`config.mk`:
```
export PLATFORM = sky130hd
export DESIGN_NAME = uart_tx_arbiter
export DESIGN_NICKNAME = d
export VERILOG_FILES = /design/src/rtl/uart_tx_arbiter_pkg.sv /design/src/rtl/uart_tx_arbiter_rr_pick.sv /design/src/rtl/uart_tx_arbiter.sv
export SDC_FILE = /design/constraint.sdc
export NUM_CORES = 1
export LEC_CHECK = 0
export ABC_AREA = 1
export CORE_ASPECT_RATIO = 0.9
export CORE_MARGIN = 4
export CORE_UTILIZATION = 30
export DETAILED_ROUTE_END_ITERATION = 6
export SETUP_SLACK_MARGIN = 0.2
export SYNTH_ARGS = -nofsm -noshare
export SYNTH_HDL_FRONTEND = slang
export SYNTH_HIERARCHICAL = 1
export SYNTH_SLANG_ARGS = --single-unit
```
`constraint.sdc`:
```
create_clock -name clk -period 4 [get_ports clk]
set_clock_uncertainty 0.1 [all_clocks]
set_input_delay 0.4 -clock clk [delete_from_list [all_inputs] [get_ports clk]]
set_output_delay 0.4 -clock clk [all_outputs]
set_load 0.005 [all_outputs]
```
`src/rtl/uart_tx_arbiter_pkg.sv`:
```
// uart_tx_arbiter_pkg
// Shared definitions for the UART transmit arbiter slice: the arbiter state
// encoding and the default sizing constants used by the arbiter and its
// round-robin picker.
package uart_tx_arbiter_pkg;

    localparam int DEF_NUM_REQ        = 4;
    localparam int DEF_PAYLOAD_BITS   = 8;
    localparam int DEF_TIMEOUT_CYCLES = 65535;

    typedef enum logic [2:0] {
        IDLE,
        START,
        WAIT_HI,
        WAIT_LO,
        HOLD
    } arb_state_t;

endpackage

```
`src/rtl/uart_tx_arbiter_rr_pick.sv`:
```
// rr_pick
// Combinational round-robin picker. The search starts at the requester just
// after last_grant and wraps around, so the previous owner has the lowest
// priority.
//   req        : request vector, one bit per requester
//   last_grant : index of the most recently granted requester
//   winner     : one-hot selected requester (all-zero when none requests)
//   any        : high when at least one request is present
module rr_pick
    import uart_tx_arbiter_pkg::*;
#(
    parameter int NUM_REQ = DEF_NUM_REQ,
    parameter int IDX_W   = (NUM_REQ > 1) ? $clog2(NUM_REQ) : 1
) (
    input  logic [NUM_REQ-1:0] req,
    input  logic [IDX_W-1:0]   last_grant,
    output logic [NUM_REQ-1:0] winner,
    output logic               any
);

    logic [IDX_W-1:0] idx;

    // Walk offsets 1..NUM_REQ from last_grant; the first requesting slot wins.
    always_comb begin
        winner = '0;
        any    = 1'b0;
        idx    = '0;
        for (int k = 1; k <= NUM_REQ; k++) begin
            idx = IDX_W'((int'(last_grant) + k) % NUM_REQ);
            if (!any && req[idx]) begin
                winner[idx] = 1'b1;
                any         = 1'b1;
            end
        end
    end

endmodule

```
`src/rtl/uart_tx_arbiter.sv`:
```
// uart_tx_arbiter
// Shares one UART transmitter between several byte-stream requesters. A
// requester that wins arbitration owns the transmitter until it sends a beat
// flagged last, or until it stays silent for TIMEOUT_CYCLES while owning it.
//   clk, rst   : clock and asynchronous active-high reset
//   req_valid  : per-requester beat valid
//   req_data   : packed beats, requester i at [i*PAYLOAD_BITS +: PAYLOAD_BITS]
//   req_last   : per-requester end-of-message flag
//   req_ready  : one-cycle accept pulse back to the requester
//   tx_data    : byte presented to the UART (held until the next accept)
//   tx_en      : one-cycle start pulse to the UART
//   tx_busy    : UART busy indication
//   grant      : one-hot current owner, zero when unowned
//   timeout    : one-cycle pulse when an idle owner is forcibly released
module uart_tx_arbiter
    import uart_tx_arbiter_pkg::*;
#(
    parameter int NUM_REQ        = DEF_NUM_REQ,
    parameter int PAYLOAD_BITS   = DEF_PAYLOAD_BITS,
    parameter int TIMEOUT_CYCLES = DEF_TIMEOUT_CYCLES
) (
    input  logic                            clk,
    input  logic                            rst,
    input  logic [NUM_REQ-1:0]              req_valid,
    input  logic [NUM_REQ*PAYLOAD_BITS-1:0] req_data,
    input  logic [NUM_REQ-1:0]              req_last,
    output logic [NUM_REQ-1:0]              req_ready,
    output logic [PAYLOAD_BITS-1:0]         tx_data,
    output logic                            tx_en,
    input  logic                            tx_busy,
    output logic [NUM_REQ-1:0]              grant,
    output logic                            timeout
);

    localparam int IDX_W = (NUM_REQ > 1) ? $clog2(NUM_REQ) : 1;
    localparam int CNT_W = $clog2(TIMEOUT_CYCLES + 1);
    localparam logic [CNT_W-1:0] TIMEOUT_VAL = CNT_W'(TIMEOUT_CYCLES);

    arb_state_t              state_q, state_d;
    logic [NUM_REQ-1:0]      grant_q, grant_d;
    logic [IDX_W-1:0]        last_grant_q, last_grant_d;
    logic [PAYLOAD_BITS-1:0] data_q, data_d;
    logic                    last_q, last_d;
    logic [CNT_W-1:0]        cnt_q, cnt_d;

    logic [NUM_REQ-1:0]      rr_winner;
    logic                    rr_any;
    logic [IDX_W-1:0]        win_idx;
    logic [PAYLOAD_BITS-1:0] beats [NUM_REQ];

    for (genvar g = 0; g < NUM_REQ; g++) begin : g_beats
        assign beats[g] = req_data[g*PAYLOAD_BITS +: PAYLOAD_BITS];
    end

    rr_pick #(
        .NUM_REQ (NUM_REQ),
        .IDX_W   (IDX_W)
    ) u_rr_pick (
        .req        (req_valid),
        .last_grant (last_grant_q),
        .winner     (rr_winner),
        .any        (rr_any)
    );

    // Encode the one-hot winner so it can index the beat array and be stored
    // as the next round-robin starting point.
    always_comb begin
        win_idx = '0;
        for (int i = 0; i < NUM_REQ; i++) begin
            if (rr_winner[i]) begin
                win_idx = IDX_W'(i);
            end
        end
    end

    // Next-state and output decode. req_ready is a combinational accept so
    // the beat is latched on the same edge the requester sees its handshake,
    // giving tx_en exactly one cycle after acceptance.
    always_comb begin
        state_d      = state_q;
        grant_d      = grant_q;
        last_grant_d = last_grant_q;
        data_d       = data_q;
        last_d       = last_q;
        cnt_d        = cnt_q;
        req_ready    = '0;
        tx_en        = 1'b0;
        timeout      = 1'b0;

        case (state_q)
            IDLE: begin
                if (rr_any && !tx_busy) begin
                    req_ready    = rr_winner;
                    grant_d      = rr_winner;
                    last_grant_d = win_idx;
                    data_d       = beats[win_idx];
                    last_d       = req_last[win_idx];
                    state_d      = START;
                end
            end
            START: begin
                tx_en   = 1'b1;
                state_d = WAIT_HI;
            end
            WAIT_HI: begin
                if (tx_busy) begin
                    state_d = WAIT_LO;
                end
            end
            WAIT_LO: begin
                if (!tx_busy) begin
                    if (last_q) begin
                        grant_d = '0;
                        state_d = IDLE;
                    end else begin
                        cnt_d   = '0;
                        state_d = HOLD;
                    end
                end
            end
            HOLD: begin
                // Only the owner is listened to; a waiting beat wins over an
                // expiring idle counter.
                if (|(req_valid & grant_q)) begin
                    req_ready = grant_q;
                    data_d    = beats[last_grant_q];
                    last_d    = req_last[last_grant_q];
                    cnt_d     = '0;
                    state_d   = START;
                end else if (cnt_q == TIMEOUT_VAL) begin
                    timeout = 1'b1;
                    grant_d = '0;
                    state_d = IDLE;
                end else if (cnt_q != '1) begin
                    cnt_d = cnt_q + 1'b1;
                end
            end
            default: begin
                state_d = IDLE;
            end
        endcase

        // The state already sits in IDLE while reset is held, so only the
        // accept pulse needs masking to keep outputs quiet during reset.
        if (rst) begin
            req_ready = '0;
        end
    end

    // State and datapath registers; last_grant resets to the top index so
    // requester 0 has first priority.
    always_ff @(posedge clk or posedge rst) begin
        if (rst) begin
            state_q      <= IDLE;
            grant_q      <= '0;
            last_grant_q <= IDX_W'(NUM_REQ - 1);
            data_q       <= '0;
            last_q       <= 1'b0;
            cnt_q        <= '0;
        end else begin
            state_q      <= state_d;
            grant_q      <= grant_d;
            last_grant_q <= last_grant_d;
            data_q       <= data_d;
            last_q       <= last_d;
            cnt_q        <= cnt_d;
        end
    end

    assign tx_data = data_q;
    assign grant   = grant_q;

endmodule

```
==> Word-level counts from Yosys, hierarchy flattened <==
Index checks and enable logic that the tools add are counted.
{ "op_classes": {"n_addsub": 5, "n_lt_le_gt_ge": 12, "n_eq_ne": 17, "n_mux": 70, "bitwise": 6, "n_reduce_logical": 22} }
{ "ops": {"columns": ["op", "count"], "rows": [
  ["$mux 16", 5],
  ["$mux 4", 12],
  ["$mux 8", 6],
  ["$bmux 8 s2", 2],
  ["$pmux 16 s2", 1],
  ["$mux 1", 21],
  ["$lt 2x3->1 const B", 6],
  ["$mux 3", 6],
  ["$add 16x1->16 const B", 1],
  ["$eq 16x16->1 const B", 1],
  ["$ne 16x16->1 const B", 1],
  ["$ne 2x2->1 const B", 8],
  ["$pmux 8 s2", 1],
  ["$pmux 3 s5", 1],
  ["$bmux 1 s2", 6],
  ["$or 4x4->4", 3],
  ["$pmux 4 s3", 1],
  ["$ne 3x3->1 const B", 3],
  ["$demux 1 s2", 4],
  ["$ge 2x1->1 const B", 4],
  ["$logic_and 1x1->1", 8],
  ["$pmux 4 s2", 1],
  ["$eq 3x2->1 const B", 2],
  ["$ge 3x3->1 const B", 2],
  ["18 further kinds", 26]
]} }
{ "word_totals": {"reg_bits": 34, "output_inout_bits": 18} }

==> Depth between registers and ports, before layout <==
{ "depth": {"word_depth": 22, "ltp_mapped": 19} }

==> Hierarchy <==
Netlist, hierarchy kept.
{ "modules_own_cells": {"columns": ["module", "instances", "cells_per_inst", "area_per_inst_um2", "seq_area_each_um2"], "rows": [
  ["uart_tx_arbiter", 1, 463, 2790.2, 853.3],
  ["rr_pick", 1, 80, 451.7, 0.0]
]} }

==> Worst setup path before layout <==
Ideal clock, no wire load.
{ "synth_timing": {"kind": "reg-to-reg", "start": "register last_grant_q[0]", "end": "register last_q", "arrival_time_ns": 2.537, "path_slack_ns": 1.247, "path_stages_with_launch": 20, "path_buffers": 1, "cell_sequence": "dfstp_2 -> inv_2 -> ha_1 -> inv_1 -> nand3_4 -> nand2_4 -> nand2_2 -> nor2_4 -> nand3_1 -> nand2_1 -> inv_1 -> nand2_2 -> nand2_1 -> buf_2 -> inv_2 -> nand2_1 -> nand3_1 -> nand3_1 -> nand2_1 -> nand2_1"} }
{ "synth_between": {"word_cells_on_any_way": 62, "cone_classes": "add/sub: 4; order compare: 8; eq/ne: 1; mux: 34; bitwise: 3; reduce/logical: 12"} }
{ "synth_lines": {"columns": ["element", "line", "rtl"], "rows": [
  ["from (decl)", "uart_tx_arbiter.sv:41", "logic [IDX_W-1:0] last_grant_q, last_grant_d;"],
  ["from (signal assigned)", "uart_tx_arbiter.sv:156", "last_grant_q <= IDX_W'(NUM_REQ - 1);"],
  ["from (signal assigned)", "uart_tx_arbiter.sv:163", "last_grant_q <= last_grant_d;"],
  ["parallel branches: the longest is 12 deep, another holds $lt 2x3->1", null, null],
  ["$mux 4 *", "uart_tx_arbiter_rr_pick.sv:30", "if (!any && req[idx]) begin"],
  ["via rr_winner[2]", "uart_tx_arbiter.sv:46", "logic [NUM_REQ-1:0] rr_winner;"],
  ["$mux 2 * (2 in series)", "uart_tx_arbiter.sv:70", "if (rr_winner[i]) begin"],
  ["$bmux 1 s2 *", "uart_tx_arbiter.sv:97", "last_d = req_last[win_idx];"],
  ["$mux 1 (implied by the code) *", "uart_tx_arbiter.sv:97", null],
  ["$mux 1 *", "uart_tx_arbiter.sv:92", "if (rr_any && !tx_busy) begin"],
  ["$pmux 1 s2 *", "uart_tx_arbiter.sv:90", "case (state_q)"],
  ["to (signal assigned)", "uart_tx_arbiter.sv:165", "last_q <= last_d;"],
  ["to (decl)", "uart_tx_arbiter.sv:43", "logic last_q, last_d;"]
]} }
Mark *: on every way through the listed nets, which the timed path passes. The select of a mux whose other input is x is not followed.
A chain may end at the register's enable or synchronous reset.

==> Worst setup path after layout <==
{ "layout_timing": {"start": "register last_grant_q[1]", "end": "output req_ready[2]"} }
{ "layout_between": {"elab_chain_cells": 17, "word_cells_on_any_way": 53, "cone_classes": "add/sub: 4; order compare: 8; mux: 27; bitwise: 3; reduce/logical: 11"} }
{ "layout_rtl": {"columns": ["element", "line", "rtl"], "rows": [
  ["$add 2x1->2", "uart_tx_arbiter_rr_pick.sv:29", "idx = IDX_W'((int'(last_grant) + k) % NUM_REQ);"],
  ["$bmux 1 s2", "uart_tx_arbiter_rr_pick.sv:30", null],
  ["$mux 1 (implied by the code)", "uart_tx_arbiter_rr_pick.sv:30", null],
  ["$mux 1", "uart_tx_arbiter_rr_pick.sv:30", null],
  ["$logic_not 1->1", "uart_tx_arbiter_rr_pick.sv:30", null],
  ["$logic_and 1x1->1", "uart_tx_arbiter_rr_pick.sv:30", null],
  ["$mux 1", "uart_tx_arbiter_rr_pick.sv:30", null],
  ["$logic_not 1->1", "uart_tx_arbiter_rr_pick.sv:30", null],
  ["(+2 left out)", null, null],
  ["$logic_not 1->1", "uart_tx_arbiter_rr_pick.sv:30", null],
  ["$logic_and 1x1->1", "uart_tx_arbiter_rr_pick.sv:30", null],
  ["$mux 1 *", "uart_tx_arbiter_rr_pick.sv:30", null],
  ["via rr_any", "uart_tx_arbiter.sv:47", "logic rr_any;"],
  ["$logic_and 1x1->1 *", "uart_tx_arbiter.sv:92", null],
  ["$mux 4 *", "uart_tx_arbiter.sv:92", null],
  ["$pmux 4 s2 *", "uart_tx_arbiter.sv:90", null],
  ["$mux 4 *", "uart_tx_arbiter.sv:145", "if (rst) begin"],
  ["to (decl)", "uart_tx_arbiter.sv:27", "output logic [NUM_REQ-1:0] req_ready,"]
]} }
The timed path passes the listed nets; every way through them passes the cells marked *. The select of a mux whose other input is x is not followed.

==> flow_metrics.py <==
metrics = {
    "floorplanning": {
        "start_util_pct": 31.2,
        "dieArea_um2": 12500,
        "coreArea_um2": 10400,
        "io_pins": 61,
        "num_rows": 35,
        "die_w_um": 118,
        "die_h_um": 107,
    },
    "logic_synthesis": {
        "synth_most_common_cell": "nand2_1",
        "synth_common_cells": "nand2_1 (215), nand3_1 (96), inv_1 (71)",
        "async_flop_share_pct": 100,
        "syn-num-nets": 595,
        "syn_inst": 543,
        "synth_area_leaders": "nand2_1 (25%), dfrtp_1 (25%), nand3_1 (15%)",
        "yosys_warnings": 6,
        "avgSynthCellArea_um2": 5.97,
        "synthesis.area_um2": 3240,
        "synth-seq-cells": 34,
        "synth_top_area_share_pct": 24.9,
        "seq_area_frac_synth_pct": 26.3,
        "ys.flop_type": "dfrtp_1",
        "yosysTopAreaCell": "nand2_1",
        "yosysUniqueCellTypes": 37,
        "synth-edff-count": 0,
    },
    "critical_path": {
        "worstPathCellList": "inv_1 > ha_1 > inv_1 > nand3_1 > nand2_1 > nor2_4 > nand2_1 > nand2_1 > nor3_4 > nand2_1 > a21oi_1 > clkdlybuf4s50_1",
        "critPathTopFamily": "simple AND/OR/NAND/NOR gates",
        "cp_slowest_cell": "dfstp_2",
        "cpPeakStageDelay_ps": 530,
        "reg2reg_from": "last_grant_q[1]",
        "worstSetupPathType": "reg2out",
        "cp-start-kind": "flip-flop",
        "crit_arrival_ps": 3070,
        "reg2reg_slack_ps": 830,
        "worstRegToRegCells": 15,
        "crit_buf_inv": 3,
        "cp.required_ps": 3500,
        "r2r-end": "tx_data[1]",
        "critPathMostFrequentCell": "nand2_1",
        "critPathCaptureType": "output pin",
        "crit_path_max_fanout": 8,
    },
    "placed_design": {
        "io_buffers": 60,
        "dp_cells": 726,
        "dpl-instance-area_um2": 3970,
        "place_worst_setup_slack_ps": 608,
        "dp_hpwl_um": 7190,
        "place_congestion": 0.914,
    },
    "clock_tree": {
        "cts_hold_repair.buffers": 0,
        "cts_buffers": 5,
        "h-tree-depth": 2,
        "clock-sinks": 34,
        "clkLatencyLatePin_ps": 280,
        "ctsLongestPathBuffers": 2,
        "cts_tree": "done",
        "cts-root-buf": "clkbuf_16",
        "clkTransAtPathRegs_ps": 60,
    },
    "pwr": {
        "p_clk_share_pct": 16.7,
        "p_per_area_nw_per_um2": 724,
        "pwr-share-seq_pct": 17.3,
        "swShare_pct": 50.3,
        "p_int_w": 0.00150,
        "p_leak_nw": 2.25,
        "power_frac_comb_pct": 66.0,
        "p_sw_w": 0.00152,
        "ir_drop_v": 0.000292,
    },
    "timing": {
        "rsz0062_at_grt": "no",
        "setup_slack_ps": 429,
        "setup_tns_ps": 0,
        "setup_viol_count_final": 0,
        "relSlewSlack_pct": 62.4,
        "hold_violations": 0,
        "drv_slew": 0,
        "min_period_ps": 3570,
        "fmax_mhz": 280,
        "tightestPinTransition_ps": 561,
        "fin_crit_sh_pct": 89.3,
    },
    "route": {
        "avgViaCountPerCell": 4.82,
        "drc": 0,
        "wl_per_cell_um": 12.5,
        "vias": 3546,
        "drt_pass1_iterations": 5,
        "drtAntennaViolNets": 0,
        "routed_wl_um": 9220,
        "drt_iter0_markers": 239,
    },
    "cells_and_area": {
        "finalNetCount": 658,
        "syn_to_final_growth_pct": 28.8,
        "final_core_util_pct": 40.2,
        "drive_gt1_share_pct": 8.90,
        "stdcell_area_um2": 4180,
        "multi_input_area_um2": 2010,
        "insertedDiodeCount": 0,
        "stdcell_count": 736,
        "n_fill_cell": 1118,
        "seq_area_um2": 853,
    },
    "global_routing": {
        "grt_pass1_vias": 3402,
        "use_met1_pct": 20.1,
        "grt.total_usage_pct": 14.8,
        "antenna_found_initial": 0,
        "use_met3_pct": 2.48,
        "grt_pass1_wl_um": 15800,
        "grt-ovfl-total": 0,
        "busiest_layer": "met2",
        "grt_max_degree": 32,
        "met2_usage_pct": 24.7,
    },
    "hold_path": {
        "holdCritPathClass": "in2async",
    },
    "run_status": {
        "status": "finished clean",
    },
    "flow_run": {
        "cap_violations": 0,
    },
}
power by group through the flow:
| stage | sequential (W) | clock, W | combinational, W |
|---|---|---|---|
| 5_1_grt | 0.000536 | 0.000530 | 0.00225 |
| 3_3_place_gp | 0.000527 | 0 | 0.00193 |
| 2_1_floorplan | 0.000522 | 0 | 0.00142 |
| 6_report | 0.000522 | 0.000504 | 0.00199 |
| 3_5_place_dp | 0.000525 | 0 | 0.00197 |
| 4_1_cts | 0.000523 | 0.000514 | 0.00198 |
per-stage QoR:
stage | total power (W) | hold WS, ps
6_report | 0.00302 | 372
5_1_grt | 0.00331 | 423
4_1_cts | 0.00302 | 383
3_5_place_dp | 0.00250 | 368
3_3_place_gp | 0.00245 | 368
2_1_floorplan | 0.00195 | 349
cell families (layout without fill, tap and decap cells):
kind of cell	after synthesis	after routing	synth area share, %
AND/OR/NAND/NOR	384	384	52.7
flip-flops	34	34	26.3
XOR/XNOR	2	2	0.540
AO/OA/AOI/OAI	23	23	5.25
adder cells (fa/ha/maj)	9	9	3.47
buffers and inverters	91	155	11.7
state kept, by name, summed over array words and instances, names as in the netlist:
name and flops:
grant 4, last_grant_q 2, tx_data 8, last_q 1, state_q 3, cnt_q 16
worst reg2reg max path, delay by kind of cell (launching register included):
kind / cells / cell delay, ps
buffers and inverters: 3 / 630
adder cells (fa/ha/maj): 1 / 390
flip-flops: 1 / 530
AND/OR/NAND/NOR: 11 / 1410
area by class of cell:
class	instances	area share (%)
clock inverter	3	1.65
tap	129	3.87
multi-input combinational	418	48.1
clock buffer	5	3.00
inverter	81	7.46
timing repair buffer	66	15.5
sequential	34	20.4
per-layer routing:
| layer | vias up | part of all wire [%] |
|---|---|---|
| met5 | - | 0 |
| met4 | 0 | 1.3 |
| met3 | 12 | 5.3 |
| met2 | 125 | 46 |
| met1 | 1583 | 48 |
| li1 | 1826 | - |
timing repair:
action / in CTS / in global routing
setup buffers: 0 / 2
resized for setup: 0 / 0
setup endpoints to repair: 0 / 3
cell usage in the layout (no fill, tap or decap), types with 3 or more instances in the layout:
cell	Yosys	final
clkdlybuf4s50_1	0	60
ha_1	9	9
nor2_2	5	5
nand2_1	215	215
a21oi_1	6	6
dfrtp_1	32	32
nand2_2	13	13
inv_1	71	71
nand3_1	96	96
clkinv_1	3	3
nor2_1	37	37
clkbuf_16	0	5
o21bai_1	7	7
nand4_1	4	4
o21ai_0	4	4
inv_2	5	5
buf_4	1	6
worst max path at each step:
stage,from,endpoint,slack [ps],cells past startpoint
floorplan,last_grant_q[0],last_q,1250,19
global route,last_grant_q[1],req_ready[2],260,12
global placement,last_grant_q[1],req_ready[2],690,12
CTS,last_grant_q[1],req_ready[2],290,13
finish,last_grant_q[1],req_ready[2],430,12
detailed placement,last_grant_q[1],req_ready[2],610,13
No activity file was read; power rests on OpenSTA's default activity.
